**src/rtl/qspi_apb_pkg.sv**
```systemverilog
// Shared definitions for the QSPI APB register block: register byte offsets,
// CTRL/STATUS/IRQ bit positions, the APB completer state encoding and a
// STATUS packing helper.
package qspi_apb_pkg;

    // Register byte offsets; paddr[1:0] is ignored by the decoder.
    localparam logic [11:0] OFF_CTRL   = 12'h000;
    localparam logic [11:0] OFF_STATUS = 12'h004;
    localparam logic [11:0] OFF_ADDR   = 12'h008;
    localparam logic [11:0] OFF_CMD    = 12'h00C;
    localparam logic [11:0] OFF_TXDATA = 12'h010;
    localparam logic [11:0] OFF_RXDATA = 12'h014;
    localparam logic [11:0] OFF_IRQ    = 12'h018;

    // CTRL: [0] enable, [1] quad, [2] irq_en, [7:4] dummy cycles. Only irq_en
    // is interpreted locally; the rest is consumed by the QSPI engine.
    localparam int CTRL_IRQ_EN_BIT = 2;

    // STATUS bit positions.
    localparam int STAT_BUSY_BIT     = 0;
    localparam int STAT_TX_FULL_BIT  = 1;
    localparam int STAT_TX_EMPTY_BIT = 2;
    localparam int STAT_RX_FULL_BIT  = 3;
    localparam int STAT_RX_EMPTY_BIT = 4;
    localparam int STAT_TX_LVL_LSB   = 8;
    localparam int STAT_RX_LVL_LSB   = 16;
    localparam int LVL_W             = 5;

    // IRQ register: [0] done (write-one-to-clear).
    localparam int IRQ_DONE_BIT = 0;

    // Wait-state counter width (WAIT_CYCLES is 0..15).
    localparam int WAIT_W = 4;

    typedef enum logic {
        ST_IDLE   = 1'b0,
        ST_ACCESS = 1'b1
    } apb_state_e;

    // Assemble the STATUS read value from the live core/FIFO flags.
    function automatic logic [31:0] pack_status(
        input logic             busy,
        input logic             tx_full,
        input logic             tx_empty,
        input logic             rx_full,
        input logic             rx_empty,
        input logic [LVL_W-1:0] tx_lvl,
        input logic [LVL_W-1:0] rx_lvl
    );
        logic [31:0] v;
        v = '0;
        v[STAT_BUSY_BIT]                   = busy;
        v[STAT_TX_FULL_BIT]                = tx_full;
        v[STAT_TX_EMPTY_BIT]               = tx_empty;
        v[STAT_RX_FULL_BIT]                = rx_full;
        v[STAT_RX_EMPTY_BIT]               = rx_empty;
        v[STAT_TX_LVL_LSB +: LVL_W]        = tx_lvl;
        v[STAT_RX_LVL_LSB +: LVL_W]        = rx_lvl;
        return v;
    endfunction

endpackage

```
**src/rtl/qspi_sync_fifo.sv**
```systemverilog
// Single-clock FIFO with first-word fall-through read data, occupancy level
// and full/empty flags. Pushes when full and pops when empty are ignored.
module qspi_sync_fifo
    import qspi_apb_pkg::*;
#(
    parameter  int DEPTH = 4,
    parameter  int WIDTH = 32,
    localparam int AW    = $clog2(DEPTH),
    localparam int LW    = AW + 1
) (
    input  logic             clk,
    input  logic             rst,
    input  logic             i_push,
    input  logic [WIDTH-1:0] i_data,
    input  logic             i_pop,
    output logic [WIDTH-1:0] o_data,
    output logic             o_full,
    output logic             o_empty,
    output logic [LW-1:0]    o_level
);

    logic [WIDTH-1:0] r_mem [DEPTH];
    logic [AW-1:0]    r_wr_ptr;
    logic [AW-1:0]    r_rd_ptr;
    logic [LW-1:0]    r_count;
    logic             w_do_push;
    logic             w_do_pop;

    assign w_do_push = i_push & ~o_full;
    assign w_do_pop  = i_pop & ~o_empty;

    assign o_full  = (r_count == LW'(DEPTH));
    assign o_empty = (r_count == '0);
    assign o_level = r_count;
    assign o_data  = r_mem[r_rd_ptr];

    // Storage array: written on accepted pushes only.
    // NOTE: the data array is deliberately not reset; the pointers and count
    // define which entries are valid, and leaving RAM unreset lets it map to
    // plain storage instead of resettable flops.
    always_ff @(posedge clk) begin
        if (w_do_push) begin
            r_mem[r_wr_ptr] <= i_data;
        end
    end

    // Pointer and occupancy bookkeeping; power-of-two depth wraps naturally.
    always_ff @(posedge clk) begin
        if (rst) begin
            r_wr_ptr <= '0;
            r_rd_ptr <= '0;
            r_count  <= '0;
        end else begin
            if (w_do_push) begin
                r_wr_ptr <= r_wr_ptr + AW'(1);
            end
            if (w_do_pop) begin
                r_rd_ptr <= r_rd_ptr + AW'(1);
            end
            case ({w_do_push, w_do_pop})
                2'b10:   r_count <= r_count + LW'(1);
                2'b01:   r_count <= r_count - LW'(1);
                default: ;
            endcase
        end
    end

endmodule

```
**src/rtl/qspi_apb_regs.sv**
```systemverilog
// APB completer and register file for the QSPI flash controller: CTRL, STATUS,
// ADDR, CMD, TXDATA/RXDATA FIFO windows and a W1C IRQ register, with a
// programmable number of access-phase wait states.
// Build option: define QSPI_APB_PSLVERR_EN to drive pslverr on error cases;
// otherwise pslverr is tied low and errors are handled silently.
module qspi_apb_regs
    import qspi_apb_pkg::*;
#(
    parameter int WAIT_CYCLES = 0,
    parameter int FIFO_DEPTH  = 4
) (
    input  logic        clk,
    input  logic        rst,
    input  logic        psel,
    input  logic        penable,
    input  logic        pwrite,
    input  logic [11:0] paddr,
    input  logic [31:0] pwdata,
    output logic [31:0] prdata,
    output logic        pready,
    output logic        pslverr,
    output logic [7:0]  ctrl_o,
    output logic [23:0] flash_addr_o,
    output logic [7:0]  cmd_o,
    output logic        cmd_start_o,
    input  logic        core_busy_i,
    input  logic        core_done_i,
    input  logic        tx_rd_i,
    output logic [31:0] tx_data_o,
    output logic        tx_empty_o,
    input  logic        rx_wr_i,
    input  logic [31:0] rx_data_i,
    output logic        rx_full_o,
    output logic        irq_o
);

    localparam int FLW = $clog2(FIFO_DEPTH) + 1;

    apb_state_e        r_state;
    apb_state_e        w_state_next;
    logic [WAIT_W-1:0] r_cnt;
    logic [WAIT_W-1:0] w_cnt_next;
    logic              w_setup;
    logic              w_pready;
    logic              w_commit;

    logic [31:0]       r_prdata;
    logic [7:0]        r_ctrl;
    logic [23:0]       r_addr;
    logic [7:0]        r_cmd;
    logic              r_cmd_start;
    logic              r_irq_done;

    logic [11:0]       w_offset;
    logic [31:0]       w_rdata;
    logic [31:0]       w_status;
    logic              w_err;
    logic              w_wr_commit;
    logic              w_rd_commit;
    logic              w_cmd_accept;
    logic              w_irq_clear;
    logic              w_unused;

    logic              w_tx_push;
    logic              w_tx_full;
    logic              w_tx_empty;
    logic [FLW-1:0]    w_tx_level;
    logic              w_rx_pop;
    logic              w_rx_full;
    logic              w_rx_empty;
    logic [FLW-1:0]    w_rx_level;
    logic [31:0]       w_rx_data;

    assign w_offset = {paddr[11:2], 2'b00};

    // APB completer state register and wait-state counter.
    // NOTE: sequential state uses non-blocking assignments so every flop
    // samples pre-edge values regardless of the order blocks are evaluated.
    always_ff @(posedge clk) begin
        if (rst) begin
            r_state <= ST_IDLE;
            r_cnt   <= '0;
        end else begin
            r_state <= w_state_next;
            r_cnt   <= w_cnt_next;
        end
    end

    // Next-state logic: setup detection, wait countdown, completion, abort.
    // NOTE: every output of this block gets a default first, so no path
    // leaves a value unassigned and no latch is inferred.
    always_comb begin
        w_state_next = r_state;
        w_cnt_next   = r_cnt;
        w_setup      = 1'b0;
        w_pready     = 1'b0;
        case (r_state)
            ST_IDLE: begin
                if (psel && !penable) begin
                    w_state_next = ST_ACCESS;
                    w_cnt_next   = WAIT_W'(WAIT_CYCLES);
                    w_setup      = 1'b1;
                end
            end
            ST_ACCESS: begin
                if (!psel) begin
                    w_state_next = ST_IDLE;
                end else if (r_cnt != '0) begin
                    w_cnt_next = r_cnt - WAIT_W'(1);
                end else if (penable) begin
                    w_pready     = 1'b1;
                    w_state_next = ST_IDLE;
                end
            end
            default: w_state_next = ST_IDLE;
        endcase
    end

    // A reset asserted during the completion cycle abandons the transfer.
    assign w_commit    = w_pready & ~rst;
    assign w_wr_commit = w_commit & pwrite;
    assign w_rd_commit = w_commit & ~pwrite;

    assign w_status = pack_status(core_busy_i, w_tx_full, w_tx_empty,
                                  w_rx_full, w_rx_empty,
                                  LVL_W'(w_tx_level), LVL_W'(w_rx_level));

    // Read data selected at setup time and held in the snapshot register.
    always_comb begin
        w_rdata = '0;
        if (!pwrite) begin
            case (w_offset)
                OFF_CTRL:   w_rdata = {24'b0, r_ctrl};
                OFF_STATUS: w_rdata = w_status;
                OFF_ADDR:   w_rdata = {8'b0, r_addr};
                OFF_CMD:    w_rdata = {24'b0, r_cmd};
                OFF_RXDATA: w_rdata = w_rx_empty ? 32'b0 : w_rx_data;
                OFF_IRQ:    w_rdata[IRQ_DONE_BIT] = r_irq_done;
                default:    ;
            endcase
        end
    end

    // Error classification for the transfer completing this cycle, using the
    // pre-edge FIFO flags.
    always_comb begin
        w_err = 1'b0;
        case (w_offset)
            OFF_CTRL:   w_err = 1'b0;
            OFF_STATUS: w_err = pwrite;
            OFF_ADDR:   w_err = 1'b0;
            OFF_CMD:    w_err = pwrite & core_busy_i;
            OFF_TXDATA: w_err = pwrite ? w_tx_full : 1'b1;
            OFF_RXDATA: w_err = pwrite ? 1'b1 : w_rx_empty;
            OFF_IRQ:    w_err = 1'b0;
            default:    w_err = 1'b1;
        endcase
    end

    assign w_tx_push    = w_wr_commit & (w_offset == OFF_TXDATA) & ~w_tx_full;
    assign w_rx_pop     = w_rd_commit & (w_offset == OFF_RXDATA) & ~w_rx_empty;
    assign w_cmd_accept = w_wr_commit & (w_offset == OFF_CMD) & ~core_busy_i;
    assign w_irq_clear  = w_wr_commit & (w_offset == OFF_IRQ) & pwdata[IRQ_DONE_BIT];

    // Register file updates, read snapshot, command pulse and IRQ flag.
    always_ff @(posedge clk) begin
        if (rst) begin
            r_prdata    <= '0;
            r_ctrl      <= '0;
            r_addr      <= '0;
            r_cmd       <= '0;
            r_cmd_start <= 1'b0;
            r_irq_done  <= 1'b0;
        end else begin
            r_cmd_start <= w_cmd_accept;
            if (w_setup) begin
                r_prdata <= w_rdata;
            end
            if (w_wr_commit) begin
                case (w_offset)
                    OFF_CTRL: r_ctrl <= pwdata[7:0];
                    OFF_ADDR: r_addr <= pwdata[23:0];
                    default:  ;
                endcase
            end
            if (w_cmd_accept) begin
                r_cmd <= pwdata[7:0];
            end
            // A done pulse wins over a same-cycle W1C.
            if (core_done_i) begin
                r_irq_done <= 1'b1;
            end else if (w_irq_clear) begin
                r_irq_done <= 1'b0;
            end
        end
    end

    qspi_sync_fifo #(
        .DEPTH (FIFO_DEPTH),
        .WIDTH (32)
    ) u_tx_fifo (
        .clk     (clk),
        .rst     (rst),
        .i_push  (w_tx_push),
        .i_data  (pwdata),
        .i_pop   (tx_rd_i),
        .o_data  (tx_data_o),
        .o_full  (w_tx_full),
        .o_empty (w_tx_empty),
        .o_level (w_tx_level)
    );

    qspi_sync_fifo #(
        .DEPTH (FIFO_DEPTH),
        .WIDTH (32)
    ) u_rx_fifo (
        .clk     (clk),
        .rst     (rst),
        .i_push  (rx_wr_i),
        .i_data  (rx_data_i),
        .i_pop   (w_rx_pop),
        .o_data  (w_rx_data),
        .o_full  (w_rx_full),
        .o_empty (w_rx_empty),
        .o_level (w_rx_level)
    );

    assign pready       = w_commit;
    assign prdata       = w_commit ? r_prdata : 32'b0;
    assign ctrl_o       = r_ctrl;
    assign flash_addr_o = r_addr;
    assign cmd_o        = r_cmd;
    assign cmd_start_o  = r_cmd_start;
    assign tx_empty_o   = w_tx_empty;
    assign rx_full_o    = w_rx_full;
    assign irq_o        = r_irq_done & r_ctrl[CTRL_IRQ_EN_BIT];

`ifdef QSPI_APB_PSLVERR_EN
    assign pslverr  = w_commit & w_err;
    assign w_unused = ^{paddr[1:0], pwdata[31:24]};
`else
    assign pslverr  = 1'b0;
    assign w_unused = ^{paddr[1:0], pwdata[31:24], w_err};
`endif

endmodule
```
**config.mk**
```make
export PLATFORM = sky130hd
export DESIGN_NAME = qspi_apb_regs
export DESIGN_NICKNAME = d
export VERILOG_FILES = /design/src/rtl/qspi_apb_pkg.sv /design/src/rtl/qspi_sync_fifo.sv /design/src/rtl/qspi_apb_regs.sv
export SDC_FILE = /design/constraint.sdc
export NUM_CORES = 1
export LEC_CHECK = 0
export ABC_AREA = 1
export CAP_MARGIN = 20
export CELL_PAD_IN_SITES_DETAIL_PLACEMENT = 1
export CELL_PAD_IN_SITES_GLOBAL_PLACEMENT = 1
export CORE_ASPECT_RATIO = 0.6
export CORE_MARGIN = 5
export CORE_UTILIZATION = 43
export CTS_CLUSTER_DIAMETER = 100
export DETAILED_ROUTE_END_ITERATION = 10
export PLACE_DENSITY = 0.84
export SLEW_MARGIN = 15
export SYNTH_ARGS = -nofsm -noshare
export SYNTH_HDL_FRONTEND = slang
export SYNTH_SLANG_ARGS = --single-unit
```
**constraint.sdc**
```tcl
create_clock -name clk -period 4 [get_ports clk]
set_input_delay 0.6 -clock clk [delete_from_list [all_inputs] [get_ports clk]]
set_output_delay 0.6 -clock clk [all_outputs]
set_load 0.02 [all_outputs]
```
==> impl_metrics.csv <==
group,metric,value,unit
timing,slew_viol_final,0,
synthesis,syn_nets,1460,
pwr,netSwitchingFraction,21.5,%
synthesis,synth.most_common_cell,"edfxtp_1",
synthesis,synth_commonest_cells,"edfxtp_1, nand2_1, nor2_1, o21ai_0, inv_1",
placed_design,dpl.hpwl,28900,microns
synthesis,syn_area,14400,sq um
pwr,p_per_area,418,nW/um^2
clock_tree,postCtsSetupRepairBufs,0,
run_status,status,"completed",
global_route,grt_overflow_total,0,
critical_path,crit_chain,"clkinv_1 > buf_4 > o21ai_0 > o22ai_1 > clkdlybuf4s50_1",
placed_design,dpl.cell_count,1967,
global_route,grt_first_pass_wirelength,65200,microns
route,detail-route-antenna-nets,0,
finish,nNetsFinal,1653,
floorplan,die_x,246,microns
route,drt_iter0_markers,831,
global_route,grt_pass1_vias,11600,
synthesis,yosys.area.top_type_share,53.4,%
clock_tree,clkTransAtPathRegs,0.06,ns
pwr,power_switching,1.61,mW
flow_run,maxCapViolations,0,
critical_path,cp-end-kind,"output pin",
synthesis,synth-seq-area-share,67.0,%
clock_tree,cts_tree,"built",
critical_path,cp_data_required_time,3.40,ns
clock_tree,cts-root-buf,"clkbuf_16",
finish,drive_gt1_share,8.34,%
timing,worstMarginPinSlew,0.789,ns
synthesis,syn_avg_cell_area,10.6,sq um
pwr,combPwrFrac,4.4,%
floorplan,core_area,32700,sq um
clock_tree,cts_htree_levels,2,
clock_tree,clkSinkCount,353,
pwr,ir_drop,0.311,mV
critical_path,crit_slowest_cell,"clkinv_1",
clock_tree,cts_resized,0,
synthesis,synth.yosys.warnings,0,
floorplan,num_rows,51,
timing,fin_crit_sh,88.0,%
timing,fmax,284,MHz
synthesis,synth.distinct_cells,36,
synthesis,ys.flop_type,"edfxtp_1",
critical_path,cp.arrival,2.92,ns
critical_path,critical_path.top_delay_family,"buffers and inverters",
route,routed_via_density,5.34,
floorplan,dieHeight,152,microns
timing,skew,0.0136,ns
timing,rsz0062_at_grt,"no",
route,avgRoutedWirePerCell,20.9,microns
route,routed_wl,42500,microns
clock_tree,clk_latency,0.53,ns
global_route,antenna_found_initial,1,
route,route.vias.total,10900,
placed_design,pre_cts_ws,0.568,ns
timing,period_needed,3.52,ns
timing,setup_tns,0,ns
clock_tree,cts_buffer_depth,3,
critical_path,worstSetupPathType,"reg2out",
global_route,grt_util_all_layers,22.5,%
synthesis,synth_edf_count,256,
timing,finalSetupViolCount,0,
synthesis,yosysTopAreaCell,"edfxtp_1",
synthesis,synthCells,1362,
clock_tree,ctsHoldBuffers,0,
floorplan,ios,195,
floorplan,initial_utilization,43.9,%
timing,hold_viol_final,0,
pwr,internal_power,5.88,mW
critical_path,crit_path_start_kind,"flip-flop",
global_route,grt_max_degree,65,
pwr,pwr-share-clk,42.1,%
clock_tree,cts-buffers-inserted,35,
timing,finalWorstSetupSlack,0.481,ns
timing,max-slew-margin-rel,47.0,%
critical_path,reg2reg_from,"r_cnt[0]",
synthesis,synthTopCellsByArea,"edfxtp_1, dfxtp_1, nand2_1",
worst_hold_path,hold_start,"r_prdata[2]",
worst_hold_path,worst_hold_path_type,"reg2reg",
critical_path,cp_num_buf_inv,3,
placed_design,gp_congestion,0.860,
critical_path,critPathMaxFanout,36,
synthesis,ys_async_sr_fraction,0,%
pwr,seqPwrFrac,53.5,%
route,drc,0,
pwr,p_leak,6.43,nW
finish,diodes,0,
finish,fin_cells,2032,
route,dr.pass1.iters,4,
critical_path,cp_slowest_stage_delay,0.58,ns
placed_design,io_buffers,191,
floorplan,die-area,37300,sq um
synthesis,ys_seq_elements,353,
finish,syn_to_final_growth,24.7,%
critical_path,rrSetupSlack,1.23,ns
-- stage by stage --
stage               util, %  hold slack [ns]  total power, mW  cell area (sq um)
floorplan                 -            0.426             4.22              14400
global placement       51.4            0.441             4.39              16800
detailed placement     51.4            0.445             4.41              16800
CTS                    54.7            0.458             7.55              17900
global route           54.8            0.485             7.77              17900
finish                 54.8            0.456             7.50              17900
-- final timing paths --
| path | endpoint | cells after the start |
|---|---|---|
| hold / removal | r_prdata[2] | 2 |
| setup / recovery | tx_data_o[13] | 5 |
| setup reg to reg | u_tx_fifo.o_level[2] | 16 |
| hold reg to reg | r_prdata[2] | 2 |
-- registers in the layout, indices dropped and copies added, names as in the netlist, named ones only --
register	count
u_tx_fifo.r_mem	128
u_tx_fifo.o_level	3
r_state	1
r_irq_done	1
u_rx_fifo.r_mem	128
u_tx_fifo.r_rd_ptr	2
cmd_start_o	1
u_rx_fifo.r_rd_ptr	2
flash_addr_o	24
u_tx_fifo.r_wr_ptr	2
r_prdata	32
r_cnt	4
cmd_o	8
u_rx_fifo.r_wr_ptr	2
u_rx_fifo.o_level	3
ctrl_o	8
-- tightest hold or removal path, stage by stage, from the launching register on --
cell	delay [ns]
dfxtp_1	0.31
nand2_1	0.06
nand2_1	0.04
-- power groups by stage --
stage	Clock (mW)	Sequential, mW	Combinational, mW
after CTS	3.21	4.01	0.327
after floorplan	0	4.09	0.131
final	3.16	4.01	0.326
after global routing	3.41	4.01	0.354
after detailed placement	0	4.09	0.323
after global placement	0	4.09	0.306
-- layer usage --
layer	wire [microns]	track usage (%)	vias up
met5	13	0	-
met4	714	4.93	2
met3	2570	4.33	62
met2	20800	39.6	272
met1	18500	29.5	5478
li1	-	-	5043
-- layout make-up --
cell class	instances	area, sq um
inverter	112	420
timing repair buffer	218	2130
multi-input combinational	835	4120
fill	3533	14800
clock inverter	13	100
tap	450	563
sequential	353	9630
clock buffer	51	977
-- placed cells by master (no fill, tap or decap), types with 35 or more instances in the layout --
cell type,instances
edfxtp_1,256
nand2_1,235
nor2_1,219
clkdlybuf4s50_1,191
o21ai_0,110
inv_1,98
dfxtp_1,95
nand3_1,78
clkbuf_16,36
a21oi_1,35
-- cells by family after synthesis --
group,Yosys count,synth area share (%)
AO/OA/AOI/OAI,236,9.47
XOR/XNOR,2,0.122
adder cells (fa/ha/maj),13,1.24
buffers and inverters,174,4.85
flip-flops,353,67.0
other,1,0.0261
AND/OR/NAND/NOR,583,17.3
Power figures use the tool's default switching activity.
==> RTL edit 1: new RTL, same settings <==
Put a register stage on the output `irq_o`, without a reset. The value now appears one clock later. The other outputs are not delayed to match.
--- a/src/rtl/qspi_apb_regs.sv
+++ b/src/rtl/qspi_apb_regs.sv
@@ -234,5 +234,7 @@
     assign tx_empty_o   = w_tx_empty;
     assign rx_full_o    = w_rx_full;
-    assign irq_o        = r_irq_done & r_ctrl[CTRL_IRQ_EN_BIT];
+    always_ff @(posedge clk) begin
+        irq_o <= r_irq_done & r_ctrl[CTRL_IRQ_EN_BIT];
+    end
 
 `ifdef QSPI_APB_PSLVERR_EN
Check against the original RTL: not equivalent (Yosys sat finds a counterexample within 4 cycles, from zero or initial values and one cycle with rst high).
==> RTL edit 1 against the unedited design <==
- final area up 0.43%
- fmax is 1.8% lower
- count of clock-buffer cells in the layout increased by 1
- core utilization is 0.24 points higher
- via count hardly changed
- synthesized area increased by 0.14%
- wire length up 2.2%
- cell count is essentially flat
- setup slack worse by 66 ps
- sequential cell count grew 1
- power is 1.9% higher
==> RTL edit 1: results (changes against the unedited design) <==
outcome:
  outcome: "complete, no violations"
synthesis:
  synth-seq-area-share_pct: 67.00  # about the same
  syn-num-nets: 1461  # +0.068%
  synthTopCellsByCount: "edfxtp_1 (256), nand2_1 (235), nor2_1 (227)"
  yosys-top-cells-area: "edfxtp_1 (53%), dfxtp_1 (14%), nand2_1 (6.1%)"
place:
  hpwl_um: 28960  # about the same
  dpl_cell_area_um2: 16860  # +0.15%
  place_congestion: 0.8445  # -1.8%
global_route:
  grt_pass1_wl_um: 66230  # +1.6%
  grt.total_usage_pct: 22.80  # +0.27 points
  grtUsageMet1_pct: 30.34  # +0.88 points
  grt_pass1_vias: 11540  # -0.59%
  use_met2_pct: 38.40  # -1.2 points
  grtUsageMet3_pct: 5.032  # +0.70 points
timing:
  maxSlewHeadroom_pct: 30.24  # -17 points
  fin_skew_ps: 19.84  # +6.263 ps
final_layout:
  fillCellCount: 3512  # -0.59%
  drive_gt1_share_pct: 8.660  # +0.32 points
route:
  drtPass1Iterations: 5  # +1
  via_per_inst: 5.337  # -0.11%
  dr_total_vias: 10850  # -0.064%
  drtIter0Drc: 725  # -13%
  wl_per_cell_um: 21.38  # +2.2%
power_and_ir_drop:
  ir_worst_vdd_mv: 0.2983  # -4.1%
  p_leak_nw: 6.468  # +0.63%
clock_tree:
  cts_buffers: 36  # +2.9%
critical_path:
  cpPeakStageDelay_ps: 610  # +30 ps
  path_max_fanout: 38  # +5.6%
## RTL edit 1: stage by stage
stage	setup slack [ps]	utilization (%)	power, mW
2_1_floorplan	787.4	-	4.226
3_3_place_gp	695.0	51.51	4.404
3_5_place_dp	560.3	51.51	4.427
4_1_cts	430.1	54.96	7.700
5_1_grt	292.5	55.02	7.907
6_report	414.7	55.02	7.639
## RTL edit 1: power breakdown
group	total [mW]	leakage, nW	internal (mW)	switching, mW
combinational	0.331	2.80	0.122	0.209
clock	3.29	0.555	1.90	1.39
sequential	4.02	3.12	4.00	0.0235
total	7.64	6.47	6.02	1.62
## RTL edit 1: cells by family (layout without fill, tap and decap cells)
group	Yosys count	in the layout	synth area share, %
fa+ha+maj	13	13	1.234
simple gates	583	583	17.31
flops	354	354	67.00
xor+xnor	2	2	0.1216
compound gates	236	236	9.461
other cells	1	2	0.02604
buf+inv	174	393	4.847
## RTL edit 1: critical path, delay by kind of cell, from the launching register on
family	cells	cell delay (ps)
DFF	1	330
buffers and inverters	3	1700
AOI/OAI and AO/OA	2	420
## RTL edit 1: per-layer routing
metal  routed length, µm  up-vias
met5                   0        -
met4                 970        0
met3                2859       71
met2               20610      319
met1               19020     5424
li1                    -     5036
## RTL edit 1: final timing paths
kind,slack (ps),end,start,depth (start not counted)
worst max register to register,1070,u_rx_fifo.o_level[2],r_cnt[1],13
worst max-delay path,410,tx_data_o[13],register,5
worst min register to register,450,r_cnt[0],r_cnt[0],1
worst min-delay path,450,r_cnt[0],r_cnt[0],1
## RTL edit 1: final cells by class
class                   count  share of cell area [%]
clock inverters            12                  0.6182
repair buffers            217                   11.84
inverters                 112                   2.334
diodes                      1                 0.01389
well taps                 450                   3.126
multi-input cells         835                   22.85
flip-flops and latches    354                   53.58
clock buffers              52                   5.640
==> RTL edit 2: new RTL, config.mk and constraints unchanged <==
Made on the original files. Add a define of `QSPI_APB_PSLVERR_EN`.
--- a/src/rtl/qspi_apb_regs.sv
+++ b/src/rtl/qspi_apb_regs.sv
@@ -4,4 +4,6 @@
 // Build option: define QSPI_APB_PSLVERR_EN to drive pslverr on error cases;
 // otherwise pslverr is tied low and errors are handled silently.
+`define QSPI_APB_PSLVERR_EN
+
 module qspi_apb_regs
     import qspi_apb_pkg::*;
Behaviour: not the same (a bounded check fails within 4 cycles, from zero or initial values and one cycle with rst high).
==> RTL edit 2 against the unedited design <==
- clock skew rose by 4.8 ps
- global-route usage rose by 0.090 points
- setup slack improved by 220 ps
- fmax rose by 6.6%
- final area fell by 0.94%
- wire length fell by 0.40%
- sequential cell count did not move
- synthesized area fell by 1.1%
- die area fell by 1.1%
- core utilization fell by 0.20 points
- synthesized cell count fell by 0.37%
- clock power rose by 3%
- first-iteration DRC count fell by 14%
- power rose by 0.78%
==> RTL edit 2: results (changes against the unedited design) <==
clock_tree:
  cts_setup_buffers: 0  # unchanged
  clock_path_buffers: 3  # unchanged
  h-tree-depth: 2  # unchanged
  path_clk_slew_ps: 60  # about the same
  cts_buffers: 36  # +2.9%
  cts_root_buffer: "clkbuf_16"
  ctsResizeCount: 0  # unchanged
  clock_latency_ps: 540
global_route:
  grt.total_usage_pct: 22.62  # +0.090 points
  grt_max_degree: 65  # unchanged
  antenna_found_initial: 1  # unchanged
  grt_pass1_wl_um: 64940  # -0.40%
power_and_ir_drop:
  ir_worst_vdd_mv: 0.3889  # +25%
  p_leak_nw: 6.394  # -0.52%
place:
  place_congestion: 0.8505  # -1.1%
  numPortBuffers: 192  # +0.52%
  hpwl_um: 28200  # -2.6%
  dpl_cell_area_um2: 16630  # -1.3%
route:
  drtIter0Drc: 716  # -14%
  dr_total_vias: 10740  # -1.1%
  drtPass1Iterations: 5  # +1
  wl_per_cell_um: 21.14  # +1.0%
final_layout:
  largestRegisters: "u_rx_fifo.r_mem: 128 flops, u_tx_fifo.r_mem: 128 flops, r_prdata: 32 flops"
  num-nets-final: 1649  # -0.24%
  drive_gt1_share_pct: 7.346  # -1.0 points
  antenna_cells: 0  # unchanged
critical_path:
  path_max_fanout: 8  # -78%
  cpPeakStageDelay_ps: 620  # +40 ps
  critPathSlowestCell: "clkdlybuf4s50_1"
  critical-path-top-delay-family: "buffers and inverters"
  worstPathArrival_ps: 2700  # -220 ps
timing:
  fin_skew_ps: 18.32  # +4.750 ps
  tightest_slew_ps: 723.8  # -65.05 ps
worst_hold_path:
  worstHoldPathType: "reg2reg"
outcome:
  outcome: "complete, no violations"
synthesis:
  ys_types: 37  # +2.8%
  yosysWarnings: 0  # unchanged
  synthTopCellsByCount: "edfxtp_1 (256), nor2_1 (239), nand2_1 (215)"
  async_flop_share_pct: 0  # unchanged
  yosys-top-cells-area: "edfxtp_1 (54%), dfxtp_1 (14%), nor2_1 (6.3%)"
  ys_dominant_reg_cell: "edfxtp_1"
  syn-num-nets: 1455  # -0.34%
  synth-seq-area-share_pct: 67.72  # +0.77 points
  synth-edff-count: 256  # unchanged
[RTL edit 2: cell types whose count changed in the layout (fill, tap and decap cells not counted), sizes merged, moves of 6 or more]
cell | unedited run | this run
nand4 | 16 | 1
nor2 | 235 | 247
nand2 | 241 | 220
a32o | 7 | 0
a21oi | 35 | 29
o22ai | 42 | 67
o21ai | 150 | 161
inv | 110 | 117
clkbuf | 51 | 45
[RTL edit 2: per-stage QoR]
stage | util, % | worst slack, ps | power, mW | instances
floorplan | - | 825.1 | 4.207 | 1357
global placement | 51.00 | 753.9 | 4.375 | 1935
detailed placement | 51.09 | 562.9 | 4.395 | 1936
CTS | 54.53 | 669.4 | 7.622 | 2002
global route | 54.59 | 569.6 | 7.827 | 2003
finish | 54.59 | 699.3 | 7.557 | 2003
[RTL edit 2: cells by family after synthesis]
kind of cell    share of synthesized area [%]
simple gates                            16.11
flops                                   67.72
compound gates                          9.828
fa+ha+maj                               1.249
buf+inv                                 5.095
[RTL edit 2: path summary, 6_finish.rpt]
kind,to,slack [ps],from,cells past startpoint
hold reg to reg,r_prdata[12],460,r_prdata[12],2
setup reg to reg,u_tx_fifo.o_level[2],1070,r_cnt[0],14
hold / removal,r_prdata[12],460,r_prdata[12],2
setup / recovery,pslverr,700,paddr[3],10
[RTL edit 2: power breakdown]
group | switching (mW) | internal (mW)
clock network | 1.42 | 1.81
logic | 0.191 | 0.117
registers | 0.0214 | 3.99
[RTL edit 2: layout make-up]
type / instances / area, µm²
clock inverters: 21 / 143.9
well taps: 424 / 530.5
repair buffers: 215 / 2127
flip-flops and latches: 353 / 9632
inverters: 117 / 450.4
multi-input cells: 828 / 3906
fillers: 3521 / 14780
clock buffers: 45 / 975.9
[RTL edit 2: worst reg2reg max path, stage by stage, from the launching register on]
cell,delay [ps]
dfxtp_1,380
inv_1,60
ha_1,220
nand2_1,90
inv_1,70
nand2_4,380
inv_2,170
nand3_1,200
ha_1,180
inv_1,80
fa_1,440
a21oi_1,140
o21ai_0,140
o21ai_0,200
a21oi_1,60
[RTL edit 2: metal layers]
metal	routed length, µm	track usage (%)
met1	18460	29.74
met2	20530	39.15
met3	2463	4.444
met4	889	5.633
met5	7	0
